**config.mk**
```make
export PLATFORM = sky130hd
export DESIGN_NAME = sd_access_sched
export DESIGN_NICKNAME = d
export VERILOG_FILES = /design/src/rtl/sd_access_sched.sv
export SDC_FILE = /design/constraint.sdc
export NUM_CORES = 1
export LEC_CHECK = 0
export ABC_CLOCK_PERIOD_IN_PS = 3100
export BUFFER_PORTS_ARGS = -buffer_cell sky130_fd_sc_hd__buf_2
export CAP_MARGIN = 20
export CORE_MARGIN = 2
export CORE_UTILIZATION = 50
export DETAILED_ROUTE_END_ITERATION = 8
export GPL_TIMING_DRIVEN = 0
export PLACE_DENSITY = 0.89
export SLEW_MARGIN = 20
export SYNTH_ARGS = -nofsm -noshare
export SYNTH_HDL_FRONTEND = slang
export SYNTH_SLANG_ARGS = --single-unit
```
**constraint.sdc**
```tcl
create_clock -name clk -period 3.1 [get_ports clk]
set_input_delay 0.155 -clock clk [delete_from_list [all_inputs] [get_ports clk]]
set_output_delay 0.155 -clock clk [all_outputs]
set_load 0.02 [all_outputs]
```
**src/rtl/sd_access_sched.sv**
```systemverilog
// sd_access_sched: shares the SD SPI engine (init + single-block read) between two
// requesters. Port 0 is the UART command path, port 1 the front-end logic.
// The card is initialised once before any read; reads are round-robin arbitrated.
// Optional feature macro: SD_TIMEOUT_EN enables the TIMEOUT_CYC watchdog in INIT and
// RD_WAIT, the init retry limit, sticky init_fail and the err0/err1 pulses. Without
// it, both states wait indefinitely and init_fail/err0/err1 stay 0.
module sd_access_sched #(
  parameter int ADDR_W      = 32,
  parameter int TIMEOUT_CYC = 65535,
  parameter int MAX_RETRY   = 3
) (
  input  logic              clk,
  input  logic              rst,
  input  logic              req0,
  input  logic              req1,
  input  logic [ADDR_W-1:0] addr0,
  input  logic [ADDR_W-1:0] addr1,
  output logic              gnt0,
  output logic              gnt1,
  output logic              done0,
  output logic              done1,
  output logic              err0,
  output logic              err1,
  output logic              sd_init,
  input  logic              init_ok,
  output logic              sd_ren,
  output logic [ADDR_W-1:0] sd_addr,
  input  logic              sd_read_ok,
  input  logic              sd_busy,
  output logic              card_rdy,
  output logic              init_fail
);

  typedef enum logic [2:0] {
    IDLE, INIT, REARM, ARB, RD_ISSUE, RD_WAIT, FAIL
  } state_t;

  state_t     state;
  logic [3:0] retry_cnt;
  logic       last_gnt;   // port granted most recently; the other port wins a tie
  logic       timeout;    // current INIT / RD_WAIT visit has run out of time

`ifdef SD_TIMEOUT_EN
  localparam int CW = $clog2(TIMEOUT_CYC + 1);
  logic [CW-1:0] tmo_cnt;

  // Watchdog: counts cycles spent in INIT or RD_WAIT, restarting on every entry.
  // Leaving either state always passes through a timeout or a non-counted state,
  // so clearing on those conditions is equivalent to clearing on entry.
  always_ff @(posedge clk) begin
    if (rst || !(state inside {INIT, RD_WAIT}) || timeout)
      tmo_cnt <= '0;
    else if (tmo_cnt != CW'(TIMEOUT_CYC))
      tmo_cnt <= tmo_cnt + 1'b1;
  end

  assign timeout = (state inside {INIT, RD_WAIT}) && (tmo_cnt == CW'(TIMEOUT_CYC - 1));
`else
  assign timeout = 1'b0;
`endif

  // Main sequencer: every output is a register written only here.
  // NOTE: sequential state uses non-blocking assignments so all registers update
  // together from the values sampled at the edge, independent of statement order.
  always_ff @(posedge clk) begin
    if (rst) begin
      state     <= IDLE;
      retry_cnt <= '0;
      last_gnt  <= 1'b1;
      gnt0      <= 1'b0;
      gnt1      <= 1'b0;
      done0     <= 1'b0;
      done1     <= 1'b0;
      err0      <= 1'b0;
      err1      <= 1'b0;
      sd_init   <= 1'b0;
      sd_ren    <= 1'b0;
      sd_addr   <= '0;
      card_rdy  <= 1'b0;
      init_fail <= 1'b0;
    end else begin
      // Single-cycle pulses fall back to 0 unless a state below re-asserts them.
      gnt0   <= 1'b0;
      gnt1   <= 1'b0;
      done0  <= 1'b0;
      done1  <= 1'b0;
      err0   <= 1'b0;
      err1   <= 1'b0;
      sd_ren <= 1'b0;

      case (state)
        IDLE: begin
          if (init_fail) begin
            // Card is unusable: bounce each request once (its err pulse is still
            // visible while the requester withdraws, so do not pulse twice).
            err0 <= req0 & ~err0;
            err1 <= req1 & ~err1;
          end else if (req0 || req1) begin
            if (card_rdy) begin
              state <= ARB;
            end else begin
              sd_init <= 1'b1;
              state   <= INIT;
            end
          end
        end

        INIT: begin
          if (init_ok) begin
            sd_init   <= 1'b0;
            card_rdy  <= 1'b1;
            retry_cnt <= '0;
            state     <= ARB;
          end else if (timeout) begin
            sd_init   <= 1'b0;
            retry_cnt <= retry_cnt + 4'd1;
            state     <= (retry_cnt == 4'(MAX_RETRY - 1)) ? FAIL : REARM;
          end
        end

        // One low cycle on sd_init so the engine sees a fresh start request.
        REARM: begin
          sd_init <= 1'b1;
          state   <= INIT;
        end

        ARB: begin
          if (!init_ok) begin
            card_rdy <= 1'b0;
            sd_init  <= 1'b1;
            state    <= INIT;
          end else if (req0 && (!req1 || last_gnt)) begin
            gnt0     <= 1'b1;
            sd_addr  <= addr0;
            last_gnt <= 1'b0;
            state    <= RD_ISSUE;
          end else if (req1) begin
            gnt1     <= 1'b1;
            sd_addr  <= addr1;
            last_gnt <= 1'b1;
            state    <= RD_ISSUE;
          end
        end

        RD_ISSUE: begin
          if (!sd_busy) begin
            sd_ren <= 1'b1;
            state  <= RD_WAIT;
          end
        end

        RD_WAIT: begin
          if (sd_read_ok) begin
            done0 <= ~last_gnt;
            done1 <= last_gnt;
            state <= ARB;
          end else if (timeout) begin
            err0     <= ~last_gnt;
            err1     <= last_gnt;
            card_rdy <= 1'b0;
            sd_init  <= 1'b1;
            state    <= INIT;
          end
        end

        FAIL: begin
          init_fail <= 1'b1;
          err0      <= req0;
          err1      <= req1;
          state     <= IDLE;
        end

        default: state <= IDLE;
      endcase
    end
  end

endmodule

```
# After elaboration in Yosys (flattened, before gate mapping)
# Cells that the tools add are included.
# op_classes
eq_ne	14
n_reduce_logical	16
muxes	30
bitwise	10
# op_table
cell	n
32-bit two-way mux	2
3-bit two-way mux	8
3-bit one-hot mux with 6 select lines	1
1-bit two-way mux	14
2-bit != test (second input constant)	7
6-bit AND reduction	2
3-bit == test (second input constant)	3
1-bit inverter	8
3-bit by 2-bit == test with 1-bit output (second input constant)	2
1-bit one-hot mux with 2 select lines	3
3-bit AND reduction	2
3-bit OR reduction	2
4-bit != test (second input constant)	1
1-bit one-hot mux with 4 select lines	1
2-bit nonzero test	2
4-bit nonzero test	1
4-bit OR reduction	1
3-bit by 1-bit == test with 1-bit output (second input constant)	1
3-bit logical NOT	1
1-bit AND	2
1-bit logical OR	2
2-bit two-way mux	1
2-bit OR reduction	1
1-bit logical AND	1
1-bit logical NOT	1
# totals
word_cells	83
reg_bits	46
out_inout_bits	42
input_bits	71

# Depth between registers and ports, before layout
# Gate-level depths: netlist of the first run.
# depth
word_depth	6
ltp_mapped	6
depth_no_buf	3

# Least setup slack after synthesis of the first run
# OpenSTA, ideal clock, no wires.
# synth_timing
path_type	register to register
start	register state[0]
end	register state[1]
arrival_ps	1193
path_buffers	1
path_stages_with_launch	5
setup_ps	116
synth_period_minus_slack_ps	1309
slack_ps	1791
t_required_ps	2984
cell_sequence	dfxtp_1 -> buf_6 -> or3_1 -> or2_1 -> a31o_1
# synth_between
elab_chain_len	3
word_cells_on_any_way	14
classes_between	11 x eq/ne; 1 x mux; 2 x reduce/logical
# synth_lines
element	line	text
start: declaration	38	state_t state;
start signal: assignment	117	state <= (retry_cnt == 4'(MAX_RETRY - 1)) ? FAIL : REARM;
3-bit by 2-bit == test with 1-bit output, or another cell as far along	91	case (state)
4-bit != test (no line) / 2-bit != test (equally long branches)	n/a	
6-bit AND reduction (no line)	n/a	
# Parallel ways exist; a longest one is shown, timed or not.
# A chain may end at the register's enable or synchronous reset.

# Worst setup path in the final report of the first run
# layout_timing
start	register last_gnt
end	register sd_addr[17]
# layout_between
elab_chain_len	4
word_cells_on_any_way	5
classes_between	1 x mux; 4 x reduce/logical
# layout_lines
element	line	text
start: declaration	40	logic last_gnt;
start signal: assignment	69	last_gnt <= 1'b1;
start signal: assignment	135	last_gnt <= 1'b0;
start signal: assignment	140	last_gnt <= 1'b1;
1-bit logical OR *	132	end else if (req0 && (!req1 || last_gnt)) begin
1-bit logical AND *	132	
2-bit nonzero test (no line)	n/a	
3-bit AND reduction (no line)	n/a	
end signal: assignment	134	sd_addr <= addr0;
end signal: assignment	139	sd_addr <= addr1;
end: declaration	27	output logic [ADDR_W-1:0] sd_addr,
# Mark *: on every way between the ends. The rest lies on a longest branch, timed or not.

==> results of run 1 <==
-- worst max-delay path, stage by stage (launching register included) --
cell and delay, ns:
dfxtp_1 0.42, nor2b_1 0.06, buf_2 0.16, buf_2 0.19, o32ai_1 0.36, a211oi_2 0.12
-- cell families (layout without fill, tap and decap cells) --
group                     count (synthesis)  in the layout  share of synthesized area, %
buffers and inverters                    40            158                          9.15
DFF                                      46             46                          38.7
and+or+nand+nor                          33             33                          8.05
AOI/OAI and AO/OA                       121            121                          43.7
xor gates and xnor gates                  1              1                         0.368
-- final timing paths --
kind	end	slack [ns]
setup / recovery	sd_addr[17]	1.64
hold reg to reg	sd_init	0.50
setup reg to reg	sd_addr[17]	1.64
hold / removal	sd_ren	0.06
-- synth_stat cells (3+ instances only) --
cell      number
a211oi_2      20
buf_4          4
a211oi_1      15
nor2_1         6
clkbuf_1       8
nand2_1        6
a21oi_2       20
inv_1          5
a21oi_1       16
nand3b_1       3
o21ai_0        5
dfxtp_1       46
buf_2         18
o32ai_1       32
-- per-layer routing --
metal | wire [um] | GRT usage, % | up-vias
met5 | 0 | 0 | -
met4 | 57 | 7.41 | 0
met2 | 3200 | 41.2 | 81
met1 | 2830 | 31.7 | 1141
li1 | - | - | 1179
met3 | 307 | 4.14 | 6
-- layout by cell type, fill, tap and decap left out, types with 3 or more instances in the layout --
master,netlist,final
buf_4,4,4
clkbuf_1,8,8
buf_2,18,128
a21oi_1,16,16
o32ai_1,32,32
a211oi_2,20,20
clkbuf_8,0,6
nand3b_1,3,3
o21ai_0,5,5
a21oi_2,20,20
dfxtp_1,46,46
a211oi_1,15,15
inv_1,5,5
nand2_1,6,6
nor2_1,6,6
-- power breakdown --
group	internal, uW	leakage, uW	switching (uW)
clock network	344	0.0000714	201
registers	616	0.000372	18.3
logic	136	0.000867	180
-- per-stage QoR --
stage / worst slack, ns / instance area, sq um / instances
after CTS: 1.60 / 3140 / 413
after floorplan: 1.79 / 2380 / 241
after detailed placement: 1.67 / 3000 / 405
after global placement: 1.68 / 3000 / 405
final: 1.64 / 3140 / 413
after global routing: 1.54 / 3140 / 413
-- final cells by class --
class | count | share of cell area (%)
Inverter | 7 | 0.837
Buffer | 33 | 6.10
Sequential cell | 46 | 29.3
Multi-Input combinational cell | 155 | 39.5
Clock inverter | 2 | 1.91
Clock buffer | 6 | 2.63
Timing Repair Buffer | 110 | 17.5
Tap cell | 54 | 2.15
==> impl_metrics.tcl, run 1 <==
set metrics [dict create \
    ys_types 42 \
    viasPerCell 5.83 \
    ys_ff_latch 46 \
    first_global_vias 2173 \
    coreArea_sq_mm 0.00466 \
    ctsResizeCount 0 \
    seq_area_sq_um 921 \
    start_util_pct 51.0 \
    grt_setup_unrepaired "no" \
    critical_path_arrival_ns 1.62 \
    largest_reg_flops 32 \
    fillCellCount 377 \
    num_vias 2407 \
    die-height_um 73.0 \
    avgSynthCellArea_sq_um 9.87 \
    rows 25 \
    netlist_area_sq_mm 0.00238 \
    period_share_pct 47.2 \
    multi_input_comb_area_sq_mm 0.00124 \
    synth-edff-count 0 \
    cap_violations 0 \
    clock_latency_ns 0.30 \
    drtIter0Drc 107 \
    drtPass1Iterations 4 \
    timing.final.crit_period_ns 1.46 \
    reg.largest.list "sd_addr (32), state (3)" \
    final-setup-viol-count 0 \
    clock-sinks 46 \
    path_clk_slew_ns 0.09 \
    cts_buffer_depth 2 \
    drtAntennaViolNets 0 \
    hp-start "sd_busy" \
    dieWidth_um 73.0 \
    p_leak_uw 0.00131 \
    required_ns 3.25 \
    maxSlewViolCount 0 \
    r2r-start "last_gnt" \
    grt_first_pass_wirelength_mm 10.2 \
    grt_max_degree 15 \
    crit_path_end_kind "flop" \
    fin_util_pct 67.4 \
    hold_viol_final 0 \
    path_class "flop to flop" \
    ys_seq_area_share_pct 38.7 \
    vdd_ir_drop_max_mv 0.291 \
    tritoncts "done" \
    grtUsageTotal_pct 24.3 \
    yosysTopAreaCell "dfxtp_1" \
    worstRegToRegCells 5 \
    outcome "finished, final reports clean" \
    fin_nets 429 \
    power_uw 1490 \
    holdWs_ns 0.0618 \
    holdBufCountCts 0 \
    fmax_mhz 683 \
    skew_ns 0.0109 \
    ios 113 \
    synthTopCellsByArea "dfxtp_1, o32ai_1, a211oi_2, a21oi_2, a211oi_1" \
    io_buffers 110 \
    drive_gt1_share_pct 52.6 \
    drc_errors 0 \
    start_kind "flop" \
    worst_slew_pin_slew_ns 0.697 \
    netlist.area_leader.share_pct 38.7 \
    syn2layout_area_growth_pct 32.0 \
    synth_ff_type "dfxtp_1" \
    yosys_warnings 0 \
    cts-root-buf "clkbuf_8" \
    diodes 0 \
    regMostFlops "sd_addr" \
    grt_overflow 0 \
    whs_path_depth 2 \
    numCtsBuffers 5 \
    wl_mm 6.39 \
    critPathLaunch "last_gnt" \
    dieArea_sq_mm 0.00532 \
    synth_nets 312 \
    cp_max_fo 10 \
    grt_antenna_before_repair 0 \
    slew_headroom_pct 53.5 \
    synthArstFlopShare_pct 0 \
    hpwl_mm 4.69 \
    tns_ns 0 \
    p_per_area_mw_per_mm2 476 \
    postCtsSetupBuffers 0 \
    worstHoldPathType "input pin to flop" \
    avgRoutedWirePerCell_um 15.5 \
    htreeDepth 2 \
    syn_inst 241 \
    gp_congestion 0.872 \
]
(Power assumes the default switching activity.)
==> run 2: changes to the inputs <==
Settings changed: ABC_AREA from default to 1, ABC_CLOCK_PERIOD_IN_PS 3100 to 1500, CORE_UTILIZATION 50 to 44, PLACE_DENSITY 0.89 to 0.84.
Clock period 3.1 ns to 1.5 ns, I/O delays scaled along.
==> run 2 against run 1 <==
Effect of this change: flip-flop and latch count is the same; clock power up 65%; largest power group unchanged; via count down 2.7%; sequential power is 120% higher; area after synthesis fell by 16%; hold slack got worse by 0.029 ns; clock skew down 0.0073 ns; first-iteration DRC count grew 10%.
==> impl_metrics.tcl, run 2 <==
set metrics [dict create \
    r2r-start "last_gnt" \
    grt_max_degree 14 \
    num_vias 2341 \
    syn2layout_area_growth_pct 40.3 \
    cp_max_fo 10 \
    synth_ff_type "dfxtp_1" \
    hpwl_mm 4.12 \
    layout_common_cells "buf_2, nand2_1, dfxtp_1, a31oi_1, o21ai_0" \
    first_global_vias 2104 \
    rows 24 \
    yosys_warnings 0 \
    hp-start "addr0[10]" \
    p_leak_uw 0.00145 \
    synth_top_cells_by_count "nand2_1, dfxtp_1, a31oi_1, o21ai_0, nor2_1" \
    fin_util_pct 64.2 \
    netlist.area_leader.share_pct 46.2 \
    drive_gt1_share_pct 37.0 \
    numCtsBuffers 5 \
    fillCellCount 418 \
    final_common_cell "buf_2" \
    synthTopCellsByArea "dfxtp_1, nand2_1, a31oi_1, o21ai_0, nor2_1" \
    synthArstFlopShare_pct 0 \
    synth.most_common_cell "nand2_1" \
    cts-root-buf "clkbuf_8" \
    wl_mm 5.79 \
    dieArea_sq_mm 0.00508 \
    tritoncts "done" \
    crit_path_end_kind "flop" \
    avgSynthCellArea_sq_um 7.35 \
    vdd_ir_drop_max_mv 0.547 \
    fin_nets 465 \
    skew_ns 0.00365 \
    power_uw 3100 \
    htreeDepth 2 \
    regMostFlops "sd_addr" \
    slew_headroom_pct 74.6 \
    drc_errors 0 \
    path_clk_slew_ns 0.08 \
    required_ns 1.67 \
    grt_antenna_before_repair 0 \
    avgRoutedWirePerCell_um 13.0 \
    viasPerCell 5.24 \
    coreArea_sq_mm 0.00435 \
    ios 113 \
    fmax_mhz 702 \
    cts_buffer_depth 2 \
    hold_viol_final 0 \
    reg.largest.list "sd_addr (32), state (3)" \
    start_util_pct 45.7 \
    diodes 0 \
    final-setup-viol-count 0 \
    io_buffers 111 \
    worstHoldPathType "input pin to flop" \
    drtIter0Drc 118 \
    maxSlewViolCount 0 \
    start_kind "flop" \
    drtAntennaViolNets 0 \
    synth_nets 342 \
    grtUsageTotal_pct 22.4 \
    yosysTopAreaCell "dfxtp_1" \
    critPathLaunch "last_gnt" \
    syn_inst 271 \
    drtPass1Iterations 4 \
    p_per_area_mw_per_mm2 1110 \
    largest_reg_flops 32 \
    netlist_area_sq_mm 0.00199 \
    ys_ff_latch 46 \
    ys_seq_area_share_pct 46.2 \
    synth-edff-count 0 \
    die-height_um 71.3 \
    gp_congestion 0.954 \
    outcome "finished, final reports clean" \
    dieWidth_um 71.3 \
    critical_path_arrival_ns 1.60 \
    timing.final.crit_period_ns 1.42 \
    cap_violations 0 \
    ys_types 20 \
    grt_overflow 0 \
    period_share_pct 94.9 \
    worst_slew_pin_slew_ns 0.380 \
    path_class "flop to flop" \
    clock_latency_ns 0.30 \
    clock-sinks 46 \
    grt_first_pass_wirelength_mm 9.16 \
]
run 2: cell types whose count changed after synthesis, sizes merged, moves of 5 or more:
| cell | delta |
|---|---|
| nand3 | +7 |
| o21ai | +28 |
| a31oi | +30 |
| buf | -12 |
| a21oi | -29 |
| nor3 | +5 |
| nor2 | +11 |
| a211oi | -35 |
| o32ai | -32 |
| nand2 | +78 |
| inv | +6 |
run 2: cell families after synthesis:
logic type | Yosys count | share of synthesized area (%)
DFF | 46 | 46.2
AOI/OAI and AO/OA | 72 | 20.3
buffers and inverters | 33 | 8.29
and+or+nand+nor | 120 | 25.2
run 2: cell type report:
cell class              count  area [sq um]  area share, %
plain buffers              19           123           4.39
clock buffers               7          76.3           2.73
clock inverters             1          30.0           1.07
inverters                  14          53.8           1.93
multi-input cells         192           926           33.1
flip-flops and latches     46           925           33.1
well taps                  52          65.1           2.33
repair buffers            116           596           21.3
run 2: final timing paths:
| path | to | slack [ns] | cells past startpoint |
|---|---|---|---|
| setup / recovery | sd_addr[29] | 0.08 | 6 |
| hold / removal | sd_addr[10] | 0.03 | 3 |
| setup reg to reg | sd_addr[29] | 0.08 | 6 |
| hold reg to reg | sd_init | 0.45 | 2 |
run 2: through the flow:
| stage | instance area [sq um] | setup slack (ns) | setup TNS (ns) | hold WS [ns] | instances |
|---|---|---|---|---|---|
| 2_1_floorplan | 1990 | 0.279 | 0 | 0.153 | 271 |
| 6_report | 2790 | 0.0758 | 0 | 0.0327 | 447 |
| 4_1_cts | 2740 | 0.0327 | 0 | 0.0262 | 443 |
| 3_5_place_dp | 2610 | -0.0318 | -0.354 | 0.282 | 434 |
| 3_3_place_gp | 2610 | -0.0123 | -0.0557 | 0.271 | 434 |
| 5_1_grt | 2790 | -0.0160 | -0.0160 | 0.0334 | 447 |
run 2: critical path, stage by stage, from the launching register on:
cell,delay [ns]
dfxtp_1,0.37
inv_1,0.10
a21oi_4,0.24
inv_1,0.16
clkbuf_2,0.23
nand2_1,0.11
a31oi_1,0.09
run 2: timing repair:
action,CTS,global route
buffers inserted,0,4
gates resized for setup,1,16
pin swaps,0,1
hold buffers,1,0
setup endpoints to repair,30,32
endpoints found under the hold margin,1,0
run 2: per-layer routing:
metal | wire length (um) | vias up | track usage (%)
met5 | 0 | - | 0
met4 | 121 | 0 | 7.97
met3 | 447 | 15 | 5.34
met2 | 2900 | 106 | 39.8
met1 | 2330 | 1062 | 26.2
li1 | - | 1158 | -
run 2: power breakdown:
part | switching (uW) | internal (uW)
logic | 509 | 315
registers | 58.5 | 1320
clock network | 400 | 499
==> run 3: changes to the inputs <==
Settings changed: ABC_CLOCK_PERIOD_IN_PS 1500 to 1400.
Clock period 1.5 ns to 1.4 ns, I/O delays scaled along.
==> run 3 against run 2 <==
Effect of this change: clock skew rose by 0.00074 ns; combinational power is 8.3% higher; setup slack worse by 0.017 ns; power is 9.2% higher; first-iteration DRC count up 34%; fmax up 6.2%; die area unchanged; core utilization up 2.1 points; flip-flop and latch count stayed put; clock power rose by 8.4%; highest routed layer unchanged.
==> impl_metrics.tcl, run 3 (synthesis gave the netlist of run 2 again) <==
set metrics [dict create \
    slew_headroom_pct 73.8 \
    reg.largest.list "sd_addr (32), state (3)" \
    crit_path_end_kind "flop" \
    final_common_cell "buf_2" \
    drtAntennaViolNets 0 \
    num_vias 2397 \
    worstHoldPathType "input pin to flop" \
    cp_max_fo 10 \
    grt_max_degree 14 \
    start_kind "flop" \
    wl_mm 6.08 \
    viasPerCell 5.28 \
    coreArea_sq_mm 0.00435 \
    slowest_delay_ns 0.37 \
    multi_input_comb_area_sq_um 931 \
    clock_latency_ns 0.30 \
    rows 24 \
    ios 113 \
    diodes 0 \
    fmax_mhz 745 \
    layout_common_cells "buf_2, nand2_1, dfxtp_1, a31oi_1, o21ai_0" \
    required_ns 1.57 \
    regMostFlops "sd_addr" \
    p_leak_uw 0.00149 \
    final-setup-viol-count 0 \
    grt_setup_unrepaired "yes" \
    io_buffers 111 \
    syn2layout_area_growth_pct 44.8 \
    finalWorstSetupSlack_ns 0.0584 \
    path_class "flop to flop" \
    dieArea_sq_mm 0.00508 \
    post_dp_cell_area_sq_mm 0.00261 \
    hp-start "addr1[19]" \
    maxSlewViolCount 0 \
    start_util_pct 45.7 \
    drc_errors 0 \
    htreeDepth 2 \
    p_per_area_mw_per_mm2 1170 \
    cap_violations 0 \
    hpwl_mm 4.12 \
    crit_path_cell_trace "inv_1 > a21oi_4 > inv_2 > buf_2 > nand2_1 > a31oi_1" \
    fin_area_sq_mm 0.00289 \
    r2r-start "last_gnt" \
    skew_ns 0.00440 \
    grt_overflow 0 \
    grt_antenna_before_repair 0 \
    seq_area_sq_um 930 \
    die-height_um 71.3 \
    highest_layer "met4" \
    grt_first_pass_wirelength_mm 9.24 \
    drtIter0Drc 158 \
    r2r_setup_slack_ns 0.06 \
    dieWidth_um 71.3 \
    tritoncts "done" \
    power_uw 3390 \
    hold_viol_final 0 \
    final_cells 454 \
    drive_gt1_share_pct 39.3 \
    clock-sinks 46 \
    placed_cells 434 \
    fin_nets 472 \
    fillCellCount 402 \
    largest_reg_flops 32 \
    period_share_pct 95.8 \
    drtPass1Iterations 5 \
    critical_path_arrival_ns 1.52 \
    dr_wl_met3_um 492 \
    dr_wl_met2_mm 3.00 \
    outcome "finished, final reports clean" \
    tns_ns 0 \
    worst_slew_pin_slew_ns 0.392 \
    vdd_ir_drop_max_mv 0.575 \
    grtUsageTotal_pct 22.7 \
    path_clk_slew_ns 0.08 \
    cts-root-buf "clkbuf_8" \
    worst_path_max_delay_cell "dfxtp_1" \
    gp_congestion 0.954 \
    critPathLaunch "last_gnt" \
    cts_buffer_depth 2 \
    avgRoutedWirePerCell_um 13.4 \
    timing.final.crit_period_ns 1.34 \
    pre_cts_slack_ns -0.132 \
    numCtsBuffers 5 \
    first_global_vias 2118 \
    wl_met1_mm 2.44 \
]
## run 3: changes by cell type in the layout (fill, tap and decap cells not counted), moves of 2 or more
cell      change
clkbuf_4      +2
buf_4         +7
nor2_2        +2
clkbuf_2      -3
nor2_1        -2
dfxtp_1       -2
## run 3: through the flow
stage                     util, %  hold slack, ns
after floorplan                 -           0.148
after global placement       60.0           0.266
after detailed placement     60.0           0.277
after CTS                    63.4          0.0212
after global routing         66.3          0.0269
final                        66.3          0.0250
## run 3: worst max-delay path, delay by kind of cell, from the launching register on
kind / cells / cell delay, ns
AND/OR/NAND/NOR: 1 / 0.09
flip-flops: 1 / 0.37
buffers and inverters: 3 / 0.41
AO/OA/AOI/OAI: 2 / 0.35
## run 3: worst paths after layout
kind | to | cells past startpoint
max | sd_addr[29] | 6
min | sd_addr[19] | 3
max reg2reg | sd_addr[29] | 6
min reg2reg | sd_init | 2
## run 3: metal layers
layer | up-vias | GRT usage, %
li1 | 1169 | -
met1 | 1076 | 26.3
met2 | 135 | 40.6
met3 | 17 | 5.20
met4 | 0 | 8.39
met5 | - | 0
## run 3: final cells by class
| cell class | count | area share [%] |
|---|---|---|
| inverter | 14 | 1.99 |
| sequential | 46 | 32.2 |
| multi-input combinational | 192 | 32.3 |
| timing repair buffer | 124 | 23.2 |
| buffer | 18 | 4.34 |
| tap | 52 | 2.25 |
| clock buffer | 7 | 2.65 |
| clock inverter | 1 | 1.04 |
## run 3: timing repair
item                                   in CTS  in global routing
cloned                                      0                  3
hold buffers                                1                  0
endpoints found under the hold margin       1                  0
pin swaps                                   0                  2
setup buffers                               2                  7
gates resized for setup                     8                 24
setup endpoints to repair                  32                 32
## run 3: power breakdown
part / switching [uW] / internal, uW / leakage (uW)
logic: 532 / 360 / 0.00106
registers: 97.2 / 1420 / 0.000374
clock network: 438 / 535 / 0.0000524
